--- src/rtl/fifo_lifo_ctrl.sv ---
// Address/enable sequencer that runs a dual-port synchronous ram as a FIFO queue or a LIFO stack.
// Carries control only; data flows directly between producer, ram and consumer.
module fifo_lifo_ctrl #(
  parameter int unsigned dat_width = 32,
  parameter int unsigned adr_width = 6,
  parameter int unsigned mem_size  = 64
) (
  input  logic                 clk,
  input  logic                 rst,
  input  logic                 mode_i,
  input  logic                 push_i,
  input  logic                 pop_i,
  input  logic                 flush_i,
  output logic [adr_width-1:0] ram_adr_wr_o,
  output logic [adr_width-1:0] ram_adr_rd_o,
  output logic                 ram_we_o,
  output logic                 ram_rde_o,
  output logic                 rd_valid_o,
  output logic [adr_width:0]   count_o,
  output logic                 full_o,
  output logic                 empty_o,
  output logic                 mode_o,
  output logic                 overflow_o,
  output logic                 underflow_o
);

  if (mem_size < 2 || mem_size > (1 << adr_width) || dat_width == 0) begin : g_bad_params
    $error("fifo_lifo_ctrl: illegal parameter combination");
  end

  localparam logic [adr_width:0]   MemSize = (adr_width + 1)'(mem_size);
  localparam logic [adr_width-1:0] LastAdr = adr_width'(mem_size - 1);

  logic [adr_width-1:0] wr_ptr_q, wr_ptr_d;
  logic [adr_width-1:0] rd_ptr_q, rd_ptr_d;
  logic [adr_width:0]   count_q, count_d;
  logic                 mode_q, mode_d;
  logic                 rd_valid_q;
  logic                 overflow_q, underflow_q;

  logic                 full, empty;
  logic                 push_acc, pop_acc;
  logic                 overflow_d, underflow_d;
  logic [adr_width-1:0] lifo_top, lifo_next;

  // Flags decode from the count register only, keeping push/pop off the flag timing paths.
  assign full  = (count_q == MemSize);
  assign empty = (count_q == '0);

  assign pop_acc  = pop_i & ~empty & ~flush_i;
  assign push_acc = push_i & ~flush_i & (~full | pop_acc);

  assign overflow_d  = push_i & ~flush_i & ~push_acc;
  assign underflow_d = pop_i & ~flush_i & empty;

  // count never exceeds 2^adr_width, so the low bits are the stack slot above the top.
  assign lifo_next = count_q[adr_width-1:0];
  assign lifo_top  = lifo_next - adr_width'(1);

  always_comb begin
    count_d = count_q;
    if (flush_i) begin
      count_d = '0;
    end else if (push_acc && !pop_acc) begin
      count_d = count_q + (adr_width + 1)'(1);
    end else if (pop_acc && !push_acc) begin
      count_d = count_q - (adr_width + 1)'(1);
    end
  end

  always_comb begin
    wr_ptr_d = wr_ptr_q;
    rd_ptr_d = rd_ptr_q;
    if (flush_i) begin
      wr_ptr_d = '0;
      rd_ptr_d = '0;
    end else if (!mode_q) begin
      if (push_acc) begin
        wr_ptr_d = (wr_ptr_q == LastAdr) ? '0 : wr_ptr_q + adr_width'(1);
      end
      if (pop_acc) begin
        rd_ptr_d = (rd_ptr_q == LastAdr) ? '0 : rd_ptr_q + adr_width'(1);
      end
    end
  end

  // Mode may only change once the block is (or is about to be) empty; flush falls out of this.
  always_comb begin
    mode_d = mode_q;
    if (count_d == '0 && !push_acc) begin
      mode_d = mode_i;
    end
  end

  always_ff @(posedge clk) begin
    if (rst) begin
      wr_ptr_q    <= '0;
      rd_ptr_q    <= '0;
      count_q     <= '0;
      mode_q      <= 1'b0;
      rd_valid_q  <= 1'b0;
      overflow_q  <= 1'b0;
      underflow_q <= 1'b0;
    end else begin
      wr_ptr_q    <= wr_ptr_d;
      rd_ptr_q    <= rd_ptr_d;
      count_q     <= count_d;
      mode_q      <= mode_d;
      rd_valid_q  <= pop_acc;
      overflow_q  <= overflow_d;
      underflow_q <= underflow_d;
    end
  end

  // LIFO push+pop overwrites the current top after the ram has read it out.
  assign ram_adr_wr_o = mode_q ? (pop_acc ? lifo_top : lifo_next) : wr_ptr_q;
  assign ram_adr_rd_o = mode_q ? lifo_top : rd_ptr_q;
  assign ram_we_o     = push_acc;
  assign ram_rde_o    = pop_acc;

  assign rd_valid_o  = rd_valid_q;
  assign count_o     = count_q;
  assign full_o      = full;
  assign empty_o     = empty;
  assign mode_o      = mode_q;
  assign overflow_o  = overflow_q;
  assign underflow_o = underflow_q;

endmodule

--- config.mk ---
export PLATFORM = sky130hd
export DESIGN_NAME = fifo_lifo_ctrl
export DESIGN_NICKNAME = d
export VERILOG_FILES = /design/src/rtl/fifo_lifo_ctrl.sv
export SDC_FILE = /design/constraint.sdc
export NUM_CORES = 1
export LEC_CHECK = 0
export BUFFER_PORTS_ARGS = -buffer_cell sky130_fd_sc_hd__buf_4
export CAP_MARGIN = 30
export CORE_UTILIZATION = 45
export CTS_CLUSTER_DIAMETER = 150
export DETAILED_ROUTE_END_ITERATION = 6
export PLACE_DENSITY = 0.71
export SETUP_SLACK_MARGIN = 0.2
export SLEW_MARGIN = 20
export SYNTH_ARGS = -nofsm -noshare
export SYNTH_HDL_FRONTEND = slang
export SYNTH_SLANG_ARGS = --single-unit
--- constraint.sdc ---
create_clock -name clk -period 6.3 [get_ports clk]
set_clock_uncertainty 0.15 [all_clocks]
set_input_delay 0.63 -clock clk [delete_from_list [all_inputs] [get_ports clk]]
set_output_delay 0.63 -clock clk [all_outputs]
set_load 0.005 [all_outputs]
# Yosys cells after proc, flatten, opt, wreduce, memory -nomap -nowiden
# Index checks and enable logic that the tools add are counted.
# totals
reg_bits,23
input_bits,6
# op_classes
n_addsub,5
n_eq_ne,3
mux,8
n_bitwise,13
reduce_logical,10
# ops
cell,n
2-to-1 mux 6 bit,5
2-to-1 mux 7 bit,3
zero test 7 bit,2
adder 6 x 1 -> 6 bit (second input constant),2
equality test 6 bit (second input constant),2
adder 7 x 1 -> 7 bit (second input constant),1
bitwise AND 1 bit,7
equality test 7 bit (second input constant),1
subtractor 7 x 1 -> 7 bit (second input constant),1
subtractor 6 x 1 -> 6 bit (second input constant),1
inverter 1 bit,5
AND reduction 2 bit,2
logical AND 1 bit,3
zero test 1 bit,2
OR reduction 2 bit,1
bitwise OR 1 bit,1

# Logic depth before layout (Yosys ltp)
# Gate-level depths: netlist (run 1).
# logic_depth
word_depth,13
mapped_depth,8
mapped_depth_nobuf,8

# Worst setup path before layout (run 1)
# No wires, ideal clock.
# synth_timing
path_kind,register to output
startpoint,register count_q[0] (netlist: count_o[0])
endpoint,output ram_adr_wr_o[5]
arrival_time_ps,2161
t_required_ps,5520
setup_slack_ps,3359
stages_incl_launch_ff,9
path_cell_list,dfxtp_1 -> inv_1 -> ha_1 -> or3b_2 -> o21ai_1 -> clkbuf_1 -> nor2_1 -> xnor2_1 -> a21oi_1
# synth_via
elab_chain_cells,6
# synth_lines
element,line,source
"start, declared",36,"logic [adr_width:0] count_q, count_d;"
"start signal, assigned",107,count_q <= count_d;
branches (longest 4 deep; another with subtractor 6 x 1 -> 6 bit),-,
2-to-1 mux 6 bit (*) (2 in series),116,assign ram_adr_wr_o = mode_q ? (pop_acc ? lifo_top : lifo_next) : wr_ptr_q;
"end, declared",14,"output logic [adr_width-1:0] ram_adr_wr_o,"
# Mark *: on every way between the ends.

# Final worst setup path (run 1)
# layout_timing
startpoint,register count_q[0] (netlist: count_o[0])
endpoint,output ram_adr_wr_o[4]
# Same word-level chain as after synthesis.

==> metrics.txt, run 1 <==
status=complete, no violations; Hold-fix buffers, CTS=0; Net Count, Synth=227; TritonCTS clock tree=yes; Bufs and invs on worst path=3; clock root cell=clkbuf_4; Final TNS setup=0 ps; fin crit share=around 56%; WHS Endpoint=rd_valid_o$_SDFF_PP0_; drt first pass iters=4; leading area contributor after synthesis=dfxtp_1; number of global-route vias before repair=about 1,400; fin util=56.5%; layout cell share with drive strength beyond 1=20.2%; wire per inst=14.3 µm; Pins Over Slew Limit=0; final instance area=just under 2000 µm²; worst-margin pin slew=894 ps; worst min-delay path startpoint=rst; Max rail drop VDD=0.000136 V; Core ar.=3420 µm²; Critical Path Source Type=flip-flop; Non-Filler Instances=288; top area cells in the synthesized netlist=dfxtp_1, nor2_1, xnor2_1; largest fanout on the critical path=10; die area=3910 µm²; DP Area=1890 µm²; Final nets=254; CP max stage cell=or3b_2; Post-Synthesis Cells=roughly 220; Rel. slew slack=between 40% and 50%; Setup Crit Path Kind=flip-flop to output pin; worst hold path class=input port to flip-flop; Post-Synthesis Cell Area=1650 µm²; met3 wire len=roughly 210 µm; via count=1,614; clk buf depth=2; antenna cells=0; most common cell in the netlist=nor2_1; top cell type's share of synthesized area=approximately 28%; DR vias/cell=5.60; ys flop type=dfxtp_1; hpwl dp=~3000 µm; antenna-violating nets left=0; CTS Buf Count=3; starting density of the core=48.2%; Routed WL=4110 µm; IO buf count=32; critical path, cell by cell=inv_1 > ha_1 > or3b_2 > o21ai_1 > buf_4 > nor2_1 > xnor2_1 > a21oi_1 > buf_4; endpoints failing setup=0; FF-to-FF setup slack=3100 ps; Yosys cell types=48; critical path's most frequent cell=buf_4; Post-Syn Area per Cell=7.63 µm²; CP peak stage delay=480 ps; Layout fillers=348; placed insts=around 280; async set-or-reset flop fraction in the synthesized netlist=0%; Synth Warn #=0; Period minus WS final=3540 ps; number of flops mapped to enable cells by yosys=0; met1 wire length=a little under 2000 µm; flop and latch count out of synthesis=23; reg2reg start=count_o[0]$_SDFF_PP0_; Fin Hold WS=353 ps; Pwr Density=roughly 160 nW/µm²; clock sink count=23; top cells by count, synth=nor2_1, dfxtp_1, a21oi_1; Layout area overhead=17.2%; R2R depth=8; initial antenna violation count=0; initial drt markers=between 100 and 150; postcts setup bufs=0; DR DRC count=0; IO Pins=33; Die Ht=62.5 µm; WL met2=1930 µm; die width=62.5 µm; Placer Congestion=between 0.9 and 1; Resized Gates After CTS=0; CP endpoint kind=output pin; P_leak=0.823 nW; Worst Path Arrival=2760 ps; Crit path max-delay family=buffers and inverters; sequential share of the synthesized area=27.9%; Max Clk Rate=283 MHz; FP Rows=21; H-Tree Depth=1; Tot GR Track Use=a little over a fifth; largest net degree at the start of global routing=30; max cap viols=0; register clock-pin slew on the reported worst setup and hold paths=130 ps; RSZ-0062 raised after global routing=false; Final Hold Fails=0; Clock Latency Late Sink=310 ps; Worst EP required=5520 ps; first-pass GRT wire length=6730 µm; remaining global-route overflow=0; hold depth=2; top routing layer in use=met4; FF-to-FF End=mode_o$_SDFFE_PP0P_
==> per-stage QoR <==
step | total power [mW] | setup WS [ps]
final | 0.307 | 2760
after global placement | 0.237 | 2860
after CTS | 0.308 | 2740
after detailed placement | 0.238 | 3120
after floorplan | 0.207 | 3360
after global routing | 0.327 | 2580
==> cell usage in the layout (no fill, tap or decap), drive strengths merged, types with 2 or more instances in the layout <==
cell / n
a211oi: 7
a21oi: 18
a221oi: 2
and2: 2
and2b: 2
and3: 5
buf: 34
clkbuf: 4
dfxtp: 23
ha: 5
inv: 8
mux2i: 2
nand2: 12
nand2b: 4
nand3: 5
nand4: 4
nor2: 36
nor3: 10
o21a: 3
o21ai: 6
o22ai: 2
or2: 3
or3: 3
or3b: 5
xnor2: 11
xor2: 9
==> worst max-delay path by stage <==
stage | from | cells after the start | endpoint | slack [ps]
after floorplan | count_o[0]$_SDFF_PP0_ | 8 | ram_adr_wr_o[5] | 3360
after global placement | count_o[0]$_SDFF_PP0_ | 8 | ram_adr_wr_o[5] | 2860
after detailed placement | count_o[0]$_SDFF_PP0_ | 9 | ram_adr_wr_o[4] | 3120
after CTS | count_o[0]$_SDFF_PP0_ | 9 | ram_adr_wr_o[4] | 2740
after global routing | count_o[0]$_SDFF_PP0_ | 9 | ram_adr_wr_o[3] | 2580
final | count_o[0]$_SDFF_PP0_ | 9 | ram_adr_wr_o[4] | 2760
==> cell type report <==
| class | count | area, µm² | share of cell area (%) |
|---|---|---|---|
| Clock buffer | 4 | 26.3 | 1.36 |
| Inverter | 8 | 30.0 | 1.56 |
| Multi-Input combinational cell | 173 | 1090 | 56.6 |
| Sequential cell | 23 | 460 | 23.8 |
| Tap cell | 46 | 57.6 | 2.98 |
| Timing Repair Buffer | 34 | 263 | 13.6 |
==> state kept, by name (all words and copies together), names as in the netlist <==
register     cells
count_o          7
rd_ptr_q         6
wr_ptr_q         6
mode_o           1
overflow_o       1
rd_valid_o       1
underflow_o      1
==> report_power, final <==
group | internal (mW) | total (mW) | switching, mW
Combinational | 0.0400 | 0.0839 | 0.0439
Clock | 0.0247 | 0.0701 | 0.0453
Sequential | 0.148 | 0.153 | 0.00475
==> cell families after synthesis <==
| logic type | Yosys count | share of synthesized area [%] |
|---|---|---|
| muxes | 3 | 1.90 |
| DFF | 23 | 27.9 |
| adders and majority gates | 5 | 3.80 |
| buffers and inverters | 20 | 5.69 |
| AOI/OAI and AO/OA | 49 | 20.3 |
| and+or+nand+nor | 96 | 29.7 |
| xor gates and xnor gates | 20 | 10.6 |
==> layer usage <==
layer	track usage, %	vias up
li1	-	812
met1	28.8	747
met2	35.9	51
met3	4.38	4
met4	4.07	0
met5	0	-
Power figures use the tool's default switching activity.
==> run 2: changes to the inputs <==
- clock period: 6.3 -> 3.4 ns (I/O delays scaled with it)
==> metrics.txt, run 2 (synthesized netlist as in run 1, its figures left out) <==
Final Hold Fails=0 (unchanged); fin crit share=85.8%; clock root cell=clkbuf_4; Pins Over Slew Limit=0 (unchanged); Psw=0.172 mW (+83%); P_leak=0.833 nW (+1.3%); RSZ-0062 raised after global routing=false; Bufs and invs on worst path=3 (unchanged); Flop pwr share=50.3% (+0.5 points); antenna cells=0 (unchanged); Crit path max-delay family=simple AND/OR/NAND/NOR gates; most frequent cells in the layout=nor2_1, buf_4, dfxtp_1, a21oi_1, nand2_1; drt first pass iters=4 (unchanged); storage element area=462 µm² (+0.27%); Cell Int Power=0.394 mW (+85%); critical path's most frequent cell=buf_4; Worst EP required=2910 ps (-2610 ps); clk buf depth=2 (unchanged); postcts setup bufs=0 (unchanged); FP Rows=21 (unchanged); die area=3910 µm² (unchanged); largest fanout on the critical path=14 (+4); Rel. slew slack=49.2% (+9.0 points); Hold-fix buffers, CTS=0 (unchanged); IO Pins=33 (unchanged); Max Clk Rate=343 MHz; area of the multi-input gates=1090 µm² (unchanged); Pwr Density=291 nW/µm² (+83%); Layout area overhead=17.9%; worst-margin pin slew=760 ps (-135 ps); DR vias/cell=5.57 (-0.63%); register clock-pin slew on the reported worst setup and hold paths=120 ps (about the same); via count=1,615 (+0.062%); clock network power share=22.8% (about the same); die width=62.5 µm (unchanged); total power=0.566 mW (+85%); FF-to-FF setup slack=580 ps (-2520 ps); CTS Buf Count=3 (unchanged); CP peak stage delay=480 ps (about the same); Final TNS setup=0 ps (unchanged); gr busiest metal=met2; layout cell share with drive strength beyond 1=21.7% (+1.5 points); Worst Path Arrival=2430 ps (-330 ps); critical path, cell by cell=inv_2 > ha_1 > or3b_2 > o21ai_1 > buf_4 > nor2_1 > xnor2_1 > a21oi_1 > buf_4; CP endpoint kind=output pin; Setup WS pre-CTS=509 ps (-2610 ps); CP max stage cell=or3b_2; final instance area=1940 µm² (+0.65%); Critical Path Source Type=flip-flop; IO buf count=32 (unchanged); initial antenna violation count=0 (unchanged); Max rail drop VDD=0.000165 V (+21%); TritonCTS clock tree=yes; Final nets=256 (+0.79%); Setup Crit Path Kind=flip-flop to output pin; antenna-violating nets left=0 (unchanged); max reg flops=7 (unchanged); largest net degree at the start of global routing=30 (unchanged); first-pass GRT wire length=7040 µm (+4.6%); DR DRC count=0 (unchanged); global routing usage on met2=36.3% (+0.41 points); status=complete, no violations; Routed WL=4100 µm (about the same); hpwl dp=3030 µm (-0.17%); logic gate share of total power=26.9% (-0.5 points); most common cell after layout, fill and taps aside=nor2_1; DP Area=1900 µm² (+0.79%); post-route setup slack=483 ps (-2280 ps); number of global-route vias before repair=1,492 (+4.1%); initial drt markers=85 (-35%); worst hold path class=input port to flip-flop; wire per inst=14.1 µm (-0.79%); H-Tree Depth=1 (unchanged); Tot GR Track Use=22.3% (+0.76 points); Placer Congestion=0.952 (+2.5%); max cap viols=0 (unchanged); Clock Latency Late Sink=310 ps (about the same); Period minus WS final=slightly below 3000 ps; starting density of the core=48.2% (unchanged); Layout fillers=340 (-2.3%); M3 GR Usage=3.28% (-1.1 points); Sw Ratio=30.4% (-0.25 points); Die Ht=62.5 µm (unchanged); clock sink count=23 (unchanged); remaining global-route overflow=0 (unchanged); met1 GRT Util=29.8% (+0.97 points); Core ar.=3420 µm² (unchanged); endpoints failing setup=0 (unchanged)
run 2: cell type report:
type	count	share of cell area [%]
Inverter	8	1.55
Timing Repair Buffer	36	14.1
Sequential cell	23	23.8
Clock buffer	4	1.35
Multi-Input combinational cell	173	56.3
Tap cell	46	2.96
run 2: timing repair:
item,4_1_cts,5_1_grt
setup endpoints to repair,0,6
hold endpoints to repair,0,0
resized for setup,0,2
run 2: worst paths after layout:
check,endpoint,from,depth (start not counted)
max,ram_adr_wr_o[5],count_o[0]$_SDFF_PP0_,9
min reg2reg,wr_ptr_q[5]$_SDFFE_PP0P_,wr_ptr_q[5]$_SDFFE_PP0P_,2
max reg2reg,mode_o$_SDFFE_PP0P_,count_o[0]$_SDFF_PP0_,8
min,count_o[4]$_SDFF_PP0_,rst,2
run 2: per-layer routing:
layer	wire, µm	share of wire [%]
met1	1960	48
met2	1840	45
met5	0	0
met4	48	1.2
met3	255	6.2
run 2: per-stage QoR:
stage | util [%] | cells | hold slack (ps)
after detailed placement | 55.8 | 285 | 350
after CTS | 56.5 | 289 | 42.0
after global placement | 55.8 | 285 | 343
after floorplan | - | 216 | 259
after global routing | 56.9 | 290 | 33.9
final | 56.9 | 290 | 56.9
run 2: power by group through the flow:
stage               clock (mW)  combinational [mW]  sequential, mW
floorplan                    0              0.0997           0.285
global placement             0               0.147           0.295
detailed placement           0               0.145           0.295
CTS                      0.135               0.145           0.290
global route             0.155               0.168           0.287
finish                   0.129               0.152           0.285
==> run 3: changes to the inputs <==
- BUFFER_PORTS_ARGS: -buffer_cell sky130_fd_sc_hd__buf_4 -> -buffer_cell sky130_fd_sc_hd__buf_2
- CORE_ASPECT_RATIO: not set -> 1.75
- HOLD_SLACK_MARGIN: not set -> 0.1
==> metrics.txt, run 3 (synthesized netlist as in run 1, its figures left out) <==
FP Rows=28 (+33%); Setup Crit Path Kind=flip-flop to output pin; remaining global-route overflow=0 (unchanged); RSZ-0062 raised after global routing=false; initial antenna violation count=0 (unchanged); Final nets=255 (-0.39%); starting density of the core=48.0% (-0.25 points); max cap viols=0 (unchanged); drt first pass iters=5 (+1); Routed WL=4480 µm (+9.1%); Layout area overhead=13.7%; layout cell share with drive strength beyond 1=21.0% (-0.73 points); number of global-route vias before repair=1,533 (+2.7%); initial drt markers=57 (-33%); antenna cells=0 (unchanged); clock sink count=23 (unchanged); status=complete, no violations; via count=1,648 (+2.0%); Period minus WS final=3020 ps (+102 ps); Hold-fix buffers, CTS=0 (unchanged); fin crit share=88.8% (+3.0 points); most common cell after layout, fill and taps aside=nor2_1; Pwr Density=322 nW/µm² (+11%); Layout fillers=387 (+14%); IO Pins=33 (unchanged); register clock-pin slew on the reported worst setup and hold paths=90 ps (-30 ps); storage element area=460 µm² (-0.27%); endpoints failing setup=0 (unchanged); Max rail drop VDD=0.000212 V (+29%); CTS Buf Count=3 (unchanged); Placer Congestion=0.984 (+3.4%); P_leak=0.828 nW (-0.54%); H-Tree Depth=1 (unchanged); clock root cell=clkbuf_8; antenna-violating nets left=0 (unchanged); first-pass GRT wire length=7210 µm (+2.4%); die width=47.7 µm (-24%); worst hold path class=input port to flip-flop; Core ar.=3430 µm² (+0.51%); Pins Over Slew Limit=0 (unchanged); worst-margin pin slew=864 ps (+104 ps); largest fanout on the critical path=15 (+1); TritonCTS clock tree=yes; hpwl dp=3400 µm (+12%); die area=3920 µm² (+0.24%); Max Clk Rate=331 MHz (-3.4%); Worst Path Arrival=2530 ps (+100 ps); clk buf depth=2 (unchanged); Final TNS setup=0 ps (unchanged); CP endpoint kind=output pin; DR DRC count=0 (unchanged); Tot GR Track Use=25.6% (+3.2 points); Fin Hold WS=152 ps (+94.9 ps); Clock Latency Late Sink=270 ps (-40 ps); Critical Path Source Type=flip-flop; Final Hold Fails=0 (unchanged); IO buf count=32 (unchanged); max reg flops=7 (unchanged); DR vias/cell=5.72 (+2.8%); Worst EP required=2910 ps (about the same); wire per inst=15.5 µm (+9.9%); Die Ht=82.1 µm (+31%); largest net degree at the start of global routing=30 (unchanged); most frequent cells in the layout=nor2_1, buf_2, dfxtp_1, a21oi_1, nand2_1; area of the multi-input gates=1100 µm² (+0.46%); Rel. slew slack=42.4% (-6.9 points)
==> run 3: through the flow <==
stage | cell area, µm² | worst slack (ps) | util (%) | std cells | power (mW)
after floorplan | 1650 | 749 | - | 216 | 0.384
after global placement | 1820 | 534 | 53.1 | 284 | 0.430
after detailed placement | 1820 | 439 | 53.1 | 284 | 0.429
after CTS | 1870 | 399 | 54.4 | 288 | 0.608
after global routing | 1870 | 215 | 54.6 | 288 | 0.633
final | 1870 | 382 | 54.6 | 288 | 0.603
==> run 3: worst paths after layout <==
path                       startpoint                  endpoint  slack, ps  depth (start not counted)
max             count_o[0]$_SDFF_PP0_           ram_adr_wr_o[5]        380                          9
min                               rst     count_o[4]$_SDFF_PP0_        150                          2
min reg2reg  wr_ptr_q[5]$_SDFFE_PP0P_  wr_ptr_q[5]$_SDFFE_PP0P_        370                          2
max reg2reg     count_o[0]$_SDFF_PP0_       mode_o$_SDFFE_PP0P_        660                          8
==> run 3: worst max-delay path: stages, from the launching register on <==
cell and delay [ps]:
dfxtp_1 390, inv_1 220, ha_1 220, or3b_2 480
o21ai_1 140, buf_4 220, nor2_1 80, xnor2_1 220
a21oi_1 110, buf_2 170
==> run 3: layout make-up <==
cell class | instances | share of cell area [%]
multi-input cells | 173 | 58.7
flip-flops and latches | 23 | 24.6
clock buffers | 4 | 2.40
inverters | 8 | 1.60
repair buffers | 35 | 9.75
well taps | 45 | 3.01
==> run 3: power by group <==
group	switching, mW	internal, mW	leakage (nW)
clock	0.0947	0.0839	0.0228
sequential	0.0138	0.274	0.186
combinational	0.0768	0.0604	0.620
total	0.185	0.418	0.828
==> run 3: what timing repair did <==
| action | CTS | global route |
|---|---|---|
| buffers inserted | 0 | 0 |
| endpoints found under the hold margin | 0 | 0 |
| endpoints found under the setup margin | 0 | 1 |
| resized for setup | 0 | 1 |
==> run 3: per-layer routing <==
| layer | track usage, % | part of all wire (%) |
|---|---|---|
| met1 | 27.4 | 38 |
| met2 | 43.8 | 53 |
| met4 | 17.8 | 5.8 |
| met5 | 0 | 0 |
| met3 | 2.42 | 3.7 |
